[src/rtl/sbc_serial_sub.sv]
// 6502 SBC subtractor: one nibble per cycle through a 5-bit borrow chain, start/done handshake.
// Define DECIMAL_EN to build NMOS-style BCD correction; otherwise the decimal input is ignored.
module sbc_serial_sub (
  input  logic       clk,
  input  logic       reset,
  input  logic       start,
  input  logic [7:0] a,
  input  logic [7:0] b,
  input  logic       carry_in,
  input  logic       decimal,
  output logic       busy,
  output logic       done,
  output logic [7:0] result,
  output logic       c_out,
  output logic       v_out,
  output logic       n_out,
  output logic       z_out
);

  typedef enum logic [1:0] {IDLE, LO, HI} state_t;

  state_t     state, state_next;
  logic [7:0] a_r, b_r;
  logic       cin_r;
  logic       h_r;
  logic [3:0] lo_bin_r;
  logic [3:0] lo_out_r;
  logic       dec_r;

  logic       capture;
  logic       finish;
  logic [4:0] lo_sum, hi_sum;
  logic [3:0] lo_fix, hi_fix;
  logic [7:0] bin;

  // NOTE: two-process FSM; the state register alone is clocked, so every
  // next-state decision lives in the always_comb below with defaults first.
  always_ff @(posedge clk) begin
    if (reset) state <= IDLE;
    else       state <= state_next;
  end

  always_comb begin
    state_next = state;
    capture    = 1'b0;
    finish     = 1'b0;
    case (state)
      IDLE: if (start) begin
        capture    = 1'b1;
        state_next = LO;
      end
      LO:   state_next = HI;
      HI: begin
        finish     = 1'b1;
        state_next = IDLE;
      end
      default: state_next = IDLE;
    endcase
  end

  assign busy = (state != IDLE);

  // Low nibble uses the captured carry; high nibble consumes the stored half-carry.
  assign lo_sum = {1'b0, a_r[3:0]} + {1'b0, ~b_r[3:0]} + {4'b0, cin_r};
  assign hi_sum = {1'b0, a_r[7:4]} + {1'b0, ~b_r[7:4]} + {4'b0, h_r};
  assign bin    = {hi_sum[3:0], lo_bin_r};

`ifdef DECIMAL_EN
  assign lo_fix = (dec_r && !lo_sum[4]) ? lo_sum[3:0] - 4'd6 : lo_sum[3:0];
  assign hi_fix = (dec_r && !hi_sum[4]) ? hi_sum[3:0] - 4'd6 : hi_sum[3:0];
`else
  logic unused_decimal;
  assign unused_decimal = dec_r;
  assign lo_fix = lo_sum[3:0];
  assign hi_fix = hi_sum[3:0];
`endif

  // NOTE: every register here is cleared by the synchronous reset; they are
  // individual flops, not a memory, so a reset costs nothing and keeps X out.
  always_ff @(posedge clk) begin
    if (reset) begin
      a_r      <= 8'h00;
      b_r      <= 8'h00;
      cin_r    <= 1'b0;
      dec_r    <= 1'b0;
      h_r      <= 1'b0;
      lo_bin_r <= 4'h0;
      lo_out_r <= 4'h0;
      done     <= 1'b0;
      result   <= 8'h00;
      c_out    <= 1'b0;
      v_out    <= 1'b0;
      n_out    <= 1'b0;
      z_out    <= 1'b0;
    end else begin
      done <= finish;
      if (capture) begin
        a_r   <= a;
        b_r   <= b;
        cin_r <= carry_in;
        dec_r <= decimal;
      end
      if (state == LO) begin
        h_r      <= lo_sum[4];
        lo_bin_r <= lo_sum[3:0];
        lo_out_r <= lo_fix;
      end
      // N, Z and V follow the binary difference even when BCD-corrected.
      if (finish) begin
        result <= {hi_fix, lo_out_r};
        c_out  <= hi_sum[4];
        n_out  <= bin[7];
        z_out  <= (bin == 8'h00);
        v_out  <= (a_r[7] ^ b_r[7]) & (a_r[7] ^ bin[7]);
      end
    end
  end

endmodule

[config.mk]
export PLATFORM = sky130hd
export DESIGN_NAME = sbc_serial_sub
export DESIGN_NICKNAME = d
export VERILOG_FILES = /design/src/rtl/sbc_serial_sub.sv
export SDC_FILE = /design/constraint.sdc
export NUM_CORES = 1
export LEC_CHECK = 0
export ABC_AREA = 0
export CAP_MARGIN = 5
export CORE_AREA = 2 2 59 61
export CTS_CLUSTER_DIAMETER = 60
export CTS_CLUSTER_SIZE = 24
export DETAILED_ROUTE_END_ITERATION = 12
export DIE_AREA = 0 0 61 63
export GPL_ROUTABILITY_DRIVEN = 1
export PLACE_DENSITY_LB_ADDON = 0.08
export SYNTH_ARGS = -nofsm -noshare
export SYNTH_HDL_FRONTEND = slang
export SYNTH_SLANG_ARGS = --single-unit
[constraint.sdc]
create_clock -name clk -period 5.16 [get_ports clk]
set_input_delay 0.516 -clock clk [delete_from_list [all_inputs] [get_ports clk]]
set_output_delay 0.516 -clock clk [all_outputs]
set_load 0.03 [all_outputs]
== Word level (Yosys, flattened, before mapping) ==
Index checks and enable logic that the tools add are counted.
Widths: inputs -> output; s select.

* $add $sub $neg: 4
* Equal/unequal tests: 3
* Multiplexer cells: 5
* Bitwise gates (word level): 5
* Reduce and logical (&&, ||, !) cells: 3

{| class="wikitable"
|+ Operators with widths
! kind !! number
|-
| $add 4x4->5 || 2
|-
| $add 5x1->5 || 2
|-
| $logic_not 8->1 || 1
|-
| $not 4->4 || 2
|-
| $pmux 2 s2 || 1
|-
| $mux 1 || 3
|-
| $eq 2x1->1 const B || 1
|-
| $eq 2x2->1 const B || 1
|-
| $logic_not 2->1 || 1
|-
| $mux 2 || 1
|-
| $ne 2x2->1 const B || 1
|-
| $reduce_bool 2->1 || 1
|-
| $xor 1x1->1 || 2
|-
| $and 1x1->1 || 1
|}

* Flip-flop bits (word level): 37
* Output and inout bits: 14

== Longest topological paths before layout ==
Gate-level depths: netlist (run 1).

* Depth in word-level cells: 5
* Gate-level depth with buffers: 8
* Depth with buffers taken out: 8

== Worst setup path after synthesis (run 1) ==
OpenSTA, ideal clock, no wires.

* Path type: reg-to-reg
* From: reg a_r[4]
* To: reg z_out
* Setup time: 61 ps
* Arrival time: 1885 ps
* Required time: 5099 ps
* Setup slack: 3214 ps
* Stages on the path, launching flop included: 9
* Path buffers: 0
* Period minus slack after synthesis: 1946 ps
* Path through: dfxtp_1 -> inv_1 -> fa_1 -> inv_1 -> fa_1 -> nor4b_1 -> nand4_1 -> nor2_1 -> a32o_1

* Cells in the longest elaborated chain, start to end: 3

{| class="wikitable"
|+ Ends and longest elaborated chain
! element !! line !! RTL
|-
| from (decl) || 23 || <nowiki>logic [7:0] a_r, b_r;</nowiki>
|-
| from (signal assigned) || 82 || <nowiki>a_r <= 8'h00;</nowiki>
|-
| from (signal assigned) || 98 || <nowiki>a_r <= a;</nowiki>
|-
| $add 4x4->5 || 65 || <nowiki>assign hi_sum = {1'b0, a_r[7:4]} + {1'b0, ~b_r[7:4]} + {4'b0, h_r};</nowiki>
|-
| $add 5x1->5 || 65 ||
|-
| via hi_sum[1] || 32 || <nowiki>logic [4:0] lo_sum, hi_sum;</nowiki>
|-
| $logic_not 8->1 || 113 || <nowiki>z_out <= (bin == 8'h00);</nowiki>
|-
| to (signal assigned) || 113 ||
|-
| to (decl) || 17 || <nowiki>output logic z_out</nowiki>
|}

The timed path passes the listed nets, and every way through them passes these cells.
A chain may end at the register's enable or synchronous reset.

== Final worst setup path (run 1) ==
Same ends and word-level chain as after synthesis.

==> results of run 1 <==
-- power groups by stage --
stage	Combinational, mW	Clock [mW]	Sequential, mW
2_1_floorplan	0.0765	0	0.311
3_3_place_gp	0.109	0	0.308
3_5_place_dp	0.112	0	0.309
4_1_cts	0.113	0.203	0.302
5_1_grt	0.125	0.215	0.304
6_report	0.111	0.197	0.302
-- final cells by class --
| type | count | area, µm² |
|---|---|---|
| Clock inverter | 3 | 42.5 |
| Fill cell | 306 | 1190 |
| Multi-Input combinational cell | 127 | 795 |
| Timing Repair Buffer | 34 | 338 |
| Inverter | 14 | 52.6 |
| Clock buffer | 5 | 37.5 |
| Sequential cell | 36 | 721 |
| Tap cell | 46 | 57.6 |
-- state kept, by name, indices dropped and copies added (netlist names) --
register,flops
h_r,1
lo_out_r,4
z_out,1
b_r,8
a_r,8
c_out,1
cin_r,1
done,1
state,2
v_out,1
result,8
-- metal layers --
metal,part of all wire (%),vias to the layer above
met4,2.2,0
met2,48,32
li1,-,675
met1,45,560
met3,4.4,6
met5,0,-
-- logic make-up after synthesis --
family | synth area share (%)
adder cells (fa/ha/maj) | 9.47
flip-flops | 44.0
AO/OA/AOI/OAI | 18.1
XOR/XNOR | 2.14
AND/OR/NAND/NOR | 18.8
buffers and inverters | 7.49
-- final timing paths --
kind	start	end	slack, ps	cells past startpoint
setup / recovery	a_r[4]	z_out	3040	8
hold / removal	result[0]	result[0]	460	2
hold reg to reg	result[0]	result[0]	460	2
setup reg to reg	a_r[4]	z_out	3040	8
-- per-stage QoR --
step	worst slack [ps]	hold slack, ps	util, %	cell area (µm²)
after floorplan	3210	436	-	1640
after global placement	3070	444	60.7	1960
after detailed placement	3050	448	60.7	1960
after CTS	3020	464	63.2	2040
after global routing	2840	482	63.2	2040
final	3040	461	63.2	2040
-- cells in the final DEF (no fill, tap or decap), drive strengths merged, types with 2 or more instances in the layout --
cell type,instances
nand2,48
o21ai,3
fa,4
inv,14
dfxtp,36
nand2b,2
ha,6
clkbuf,5
and2b,2
nor2,10
a211oi,6
a21oi,26
a21o,2
clkdlybuf4s50,33
nand3,4
xnor2,4
-- worst reg2reg max path, cell delays in order (launching register included) --
cell     delay, ps
dfxtp_1        340
inv_1           60
fa_1           460
inv_1           90
fa_1           430
nor4b_1        340
nand4_1        140
nor2_1         110
a32o_1         120
==> results.txt, run 1 <==
H-tree Lvls - 2
Worst min path class - reg2reg
Clk network pwr share - 32.3%
Worst-path maximum fanout - 2
Final Hold Fails - 0
Syn nets - 218
Remaining global-route overflow - 0
Type of origin of the critical path - flop
Pwr/cell area - 299 mW/mm²
Hpwl dp - 2240 µm
Main flop type after synthesis - dfxtp_1
GRT Max-Usage Layer - met2
Total power - 0.610 mW
Initial Util - 50.7%
Setup TNS - 0 ps
DIE AREA - 0.00384 mm²
Synth area leader - dfxtp_1
I/O Pins - 35
Yosys warns - 0
Clock Latency Late Sink - 340 ps
Post-Syn Area - 0.00164 mm²
Clock Skew - 5.09 ps
Post-synth EDFFs - 0
Global-route wire length before repair - 5310 µm
RSZ-0062 raised after global routing - no
Vias in the first global route - 1301
Max stage delay on crit path - 460 ps
Leakage - 0.765 nW
Core Region - 0.00323 mm²
Buf+Inv Stages, Crit Path - 2
Max rail drop VDD - 0.000273 V
Drc violations - 0
Synthesized instance count - 187
Vias per cell - 4.80
Met2 Use GR - 30.4%
M1 GR Usage - 21.3%
Pre-Repair DR Iteration Count - 3
Ranking of synthesized cells by area - dfxtp_1, nand2_1, a21oi_2
Max cap viols - 0
PortBufs - 33
Rel. slew slack - 60.7%
Avg WL per Cell - 11.1 µm
Clock buffer depth - 2
Fin cells - 265
Count leader, synth - nand2_1
Antenna-violating nets left - 0
RePlAce Congestion - 0.802
Ant. Diodes - 0
Combinational Power Share - 18.2%
CP endpoint kind - flop
WL final - 2940 µm
Register area share after synthesis - 44.0%
Die Wd - 61 µm
Sw frac - 27.0%
Commonest cells in the netlist - nand2_1, dfxtp_1, a21oi_1
Nets - 249
WP data required - 5450 ps
Largest net degree at the start of global routing - 37
Flop pwr share - 49.5%
Die H - 63 µm
Unique masters post-synth - 34
Post-CTS Setup Bufs - 0
GR Util All Layers - 18.5%
Fin crit share - 41.0%
Max Freq - 0.472 GHz
CTS sink cnt - 36
Inserted Clock Buffers - 5
Switch Pwr - 0.165 mW
Initial drt markers - 35
Crit path cell chain - inv_1 -> fa_1 -> inv_1 -> fa_1 -> nor4b_1 -> nand4_1 -> nor2_1 -> a32o_1
Final Critical Period - 2120 ps
Least-Margin Pin Slew - 589 ps
Critical path class - reg2reg
Placed instance count - 257
Post-synthesis register bit count - 36
Initial antenna violation count - 0
Post-CTS Resized - 0
Int Power - 0.445 mW
CTS root buf - clkbuf_4
Synth async-reset ratio - 0%
Critical Path AT - 2410 ps
Final Setup Violations - 0
Met3 Use GR - 7.04%
Hold_buf cts - 0
Top delay family on crit path - adder cells
Share of cells above drive strength 1 - 11.4%
Syn Area/Cell - 8.76 µm²
TritonCTS clock tree - yes
Vias - 1273
Synthesis-to-layout area growth - 24.8%
Max-slew violations - 0
Area share of the leading cell type in the synthesized netlist - 44.0%
Slowest cell on crit path - fa_1
Clock-pin slew on the worst setup and hold paths - 110 ps
Outcome - complete, no violations
Row count - 21
(Power assumes the default switching activity.)
==> inputs of run 2 (changes only) <==
--- a/config.mk
+++ b/config.mk
@@ -7,11 +7,11 @@
 export LEC_CHECK = 0
 export ABC_AREA = 0
 export CAP_MARGIN = 5
-export CORE_AREA = 2 2 59 61
+export CORE_AREA = 2 2 61 63
 export CTS_CLUSTER_DIAMETER = 60
 export CTS_CLUSTER_SIZE = 24
 export DETAILED_ROUTE_END_ITERATION = 12
-export DIE_AREA = 0 0 61 63
+export DIE_AREA = 0 0 63 65
 export GPL_ROUTABILITY_DRIVEN = 1
 export PLACE_DENSITY_LB_ADDON = 0.08
 export SYNTH_ARGS = -nofsm -noshare
==> constraint.sdc (replaced) <==
create_clock -name clk -period 2.05 [get_ports clk]
set_input_delay 0.205 -clock clk [delete_from_list [all_inputs] [get_ports clk]]
set_output_delay 0.205 -clock clk [all_outputs]
set_load 0.03 [all_outputs]
==> results.txt, run 2 (synthesis results as in run 1) <==
Outcome - complete, no violations
Vias in the first global route - 1274
Max Freq - 0.490 GHz
Initial drt markers - 42
Remaining global-route overflow - 0
Area of the multi-input gates - 803 µm²
GR Util All Layers - 16.6%
Initial Util - 46.9%
DIE AREA - 0.00410 mm²
Die H - 65 µm
Fin area - 0.00209 mm²
Least-Margin Pin Slew - 417 ps
Dpl cell area - 0.00199 mm²
R2R Path End - z_out
Fillers - 355
Clock-pin slew on the worst setup and hold paths - 100 ps
RePlAce Congestion - 0.776
Pwr/cell area - 701 mW/mm²
R2r startpoint - h_r
Buf+Inv Stages, Crit Path - 2
WP data required - 2330 ps
Global-route wire length before repair - 5360 µm
PortBufs - 33
Leakage - 0.788 nW
Max-slew violations - 0
Antenna-violating nets left - 0
Worst hold start - carry_in
CP endpoint kind - flop
Vias - 1326
Worst hold stages - 3
Max stage delay on crit path - 440 ps
Inserted Clock Buffers - 5
Pre-Repair DR Iteration Count - 4
Clock buffer depth - 2
Final Hold Fails - 0
Type of origin of the critical path - flop
Synthesis-to-layout area growth - 27.5%
Final Critical Period - 2040 ps
Avg WL per Cell - 11.2 µm
Hold_buf cts - 0
Critical path class - reg2reg
Vias per cell - 4.88
Core Region - 0.00350 mm²
Drc violations - 0
Ant. Diodes - 0
Critical Path AT - 2320 ps
Clock Skew - 4.77 ps
Share of cells above drive strength 1 - 16.1%
Hpwl dp - 2230 µm
H-tree Lvls - 2
Row count - 22
Worst min path class - in2reg
Nets - 254
Clock Latency Late Sink - 330 ps
Crit-path most repeated cell - inv_2
Initial antenna violation count - 0
Die Wd - 63 µm
R2R Setup Slk - 8 ps
WL final - 3050 µm
Largest regs - a_r: 8 flops, b_r: 8 flops, result: 8 flops
Rel. slew slack - 72.2%
Fin crit share - 99.6%
CTS sink cnt - 36
Final Setup Violations - 0
Max rail drop VDD - 0.000405 V
Max cap viols - 0
TritonCTS clock tree - yes
Largest net degree at the start of global routing - 36
Slowest cell on crit path - fa_1
Worst-path maximum fanout - 2
Total power - 1.46 mW
Most frequent cells in the layout - nand2_1, dfxtp_1, clkdlybuf4s50_1
Final hold slack - 410 ps
Top delay family on crit path - adder cells
FF/Latch Area - 723 µm²
Setup TNS - 0 ps
I/O Pins - 35
Register-to-Register Path Depth - 8
Most common library cell in the layout ignoring fill and taps - nand2_1
Hold path endpoint - cin_r
Crit path cell chain - inv_2 -> fa_2 -> inv_2 -> fa_1 -> nor4b_2 -> nand4_1 -> nor2_1 -> a32o_1
CTS root buf - clkbuf_4
run 2: area by class of cell:
cell class	instances	share of cell area, %
multi-input combinational	127	38.5
sequential	36	34.6
timing repair buffer	39	18.6
tap	48	2.88
inverter	14	2.52
clock buffer	6	2.46
clock inverter	2	0.479
run 2: through the flow:
step	setup WS (ps)	utilization, %	instances
3_3_place_gp	55.8	57.0	261
5_1_grt	-10.8	59.7	272
3_5_place_dp	-2.99	57.0	261
4_1_cts	57.5	58.9	269
6_report	7.98	59.7	272
2_1_floorplan	104	-	187
run 2: how the worst max path moves through the flow:
| stage | start | to | cells past startpoint |
|---|---|---|---|
| global placement | a_r[4] | z_out | 8 |
| floorplan | a_r[4] | z_out | 8 |
| CTS | a_r[4] | z_out | 8 |
| detailed placement | a_r[4] | z_out | 8 |
| global route | h_r | z_out | 8 |
| finish | h_r | z_out | 8 |
run 2: what timing repair did:
action                                  CTS  global route
pin swaps                                 1             6
resized for setup                         1             5
hold endpoints to repair                  0             0
buffers inserted                          0             3
endpoints found under the setup margin    1             1
run 2: tightest hold or removal path: cells and delay by family:
| family | cells | cell delay [ps] |
|---|---|---|
| buffers and inverters | 1 | 390 |
| AND/OR/NAND/NOR | 1 | 60 |
| AO/OA/AOI/OAI | 1 | 50 |
run 2: routing by layer:
layer	global-route usage [%]	vias to the layer above	routed length [µm]
li1	-	686	-
met1	18.6	600	1410
met2	29.3	35	1440
met3	5.90	5	164
met4	5.83	0	46
met5	0	-	0
run 2: power by group:
part | switching [mW] | internal (mW) | leakage [nW]
Combinational | 0.157 | 0.152 | 0.455
Sequential | 0.0252 | 0.737 | 0.295
Clock | 0.229 | 0.163 | 0.0380
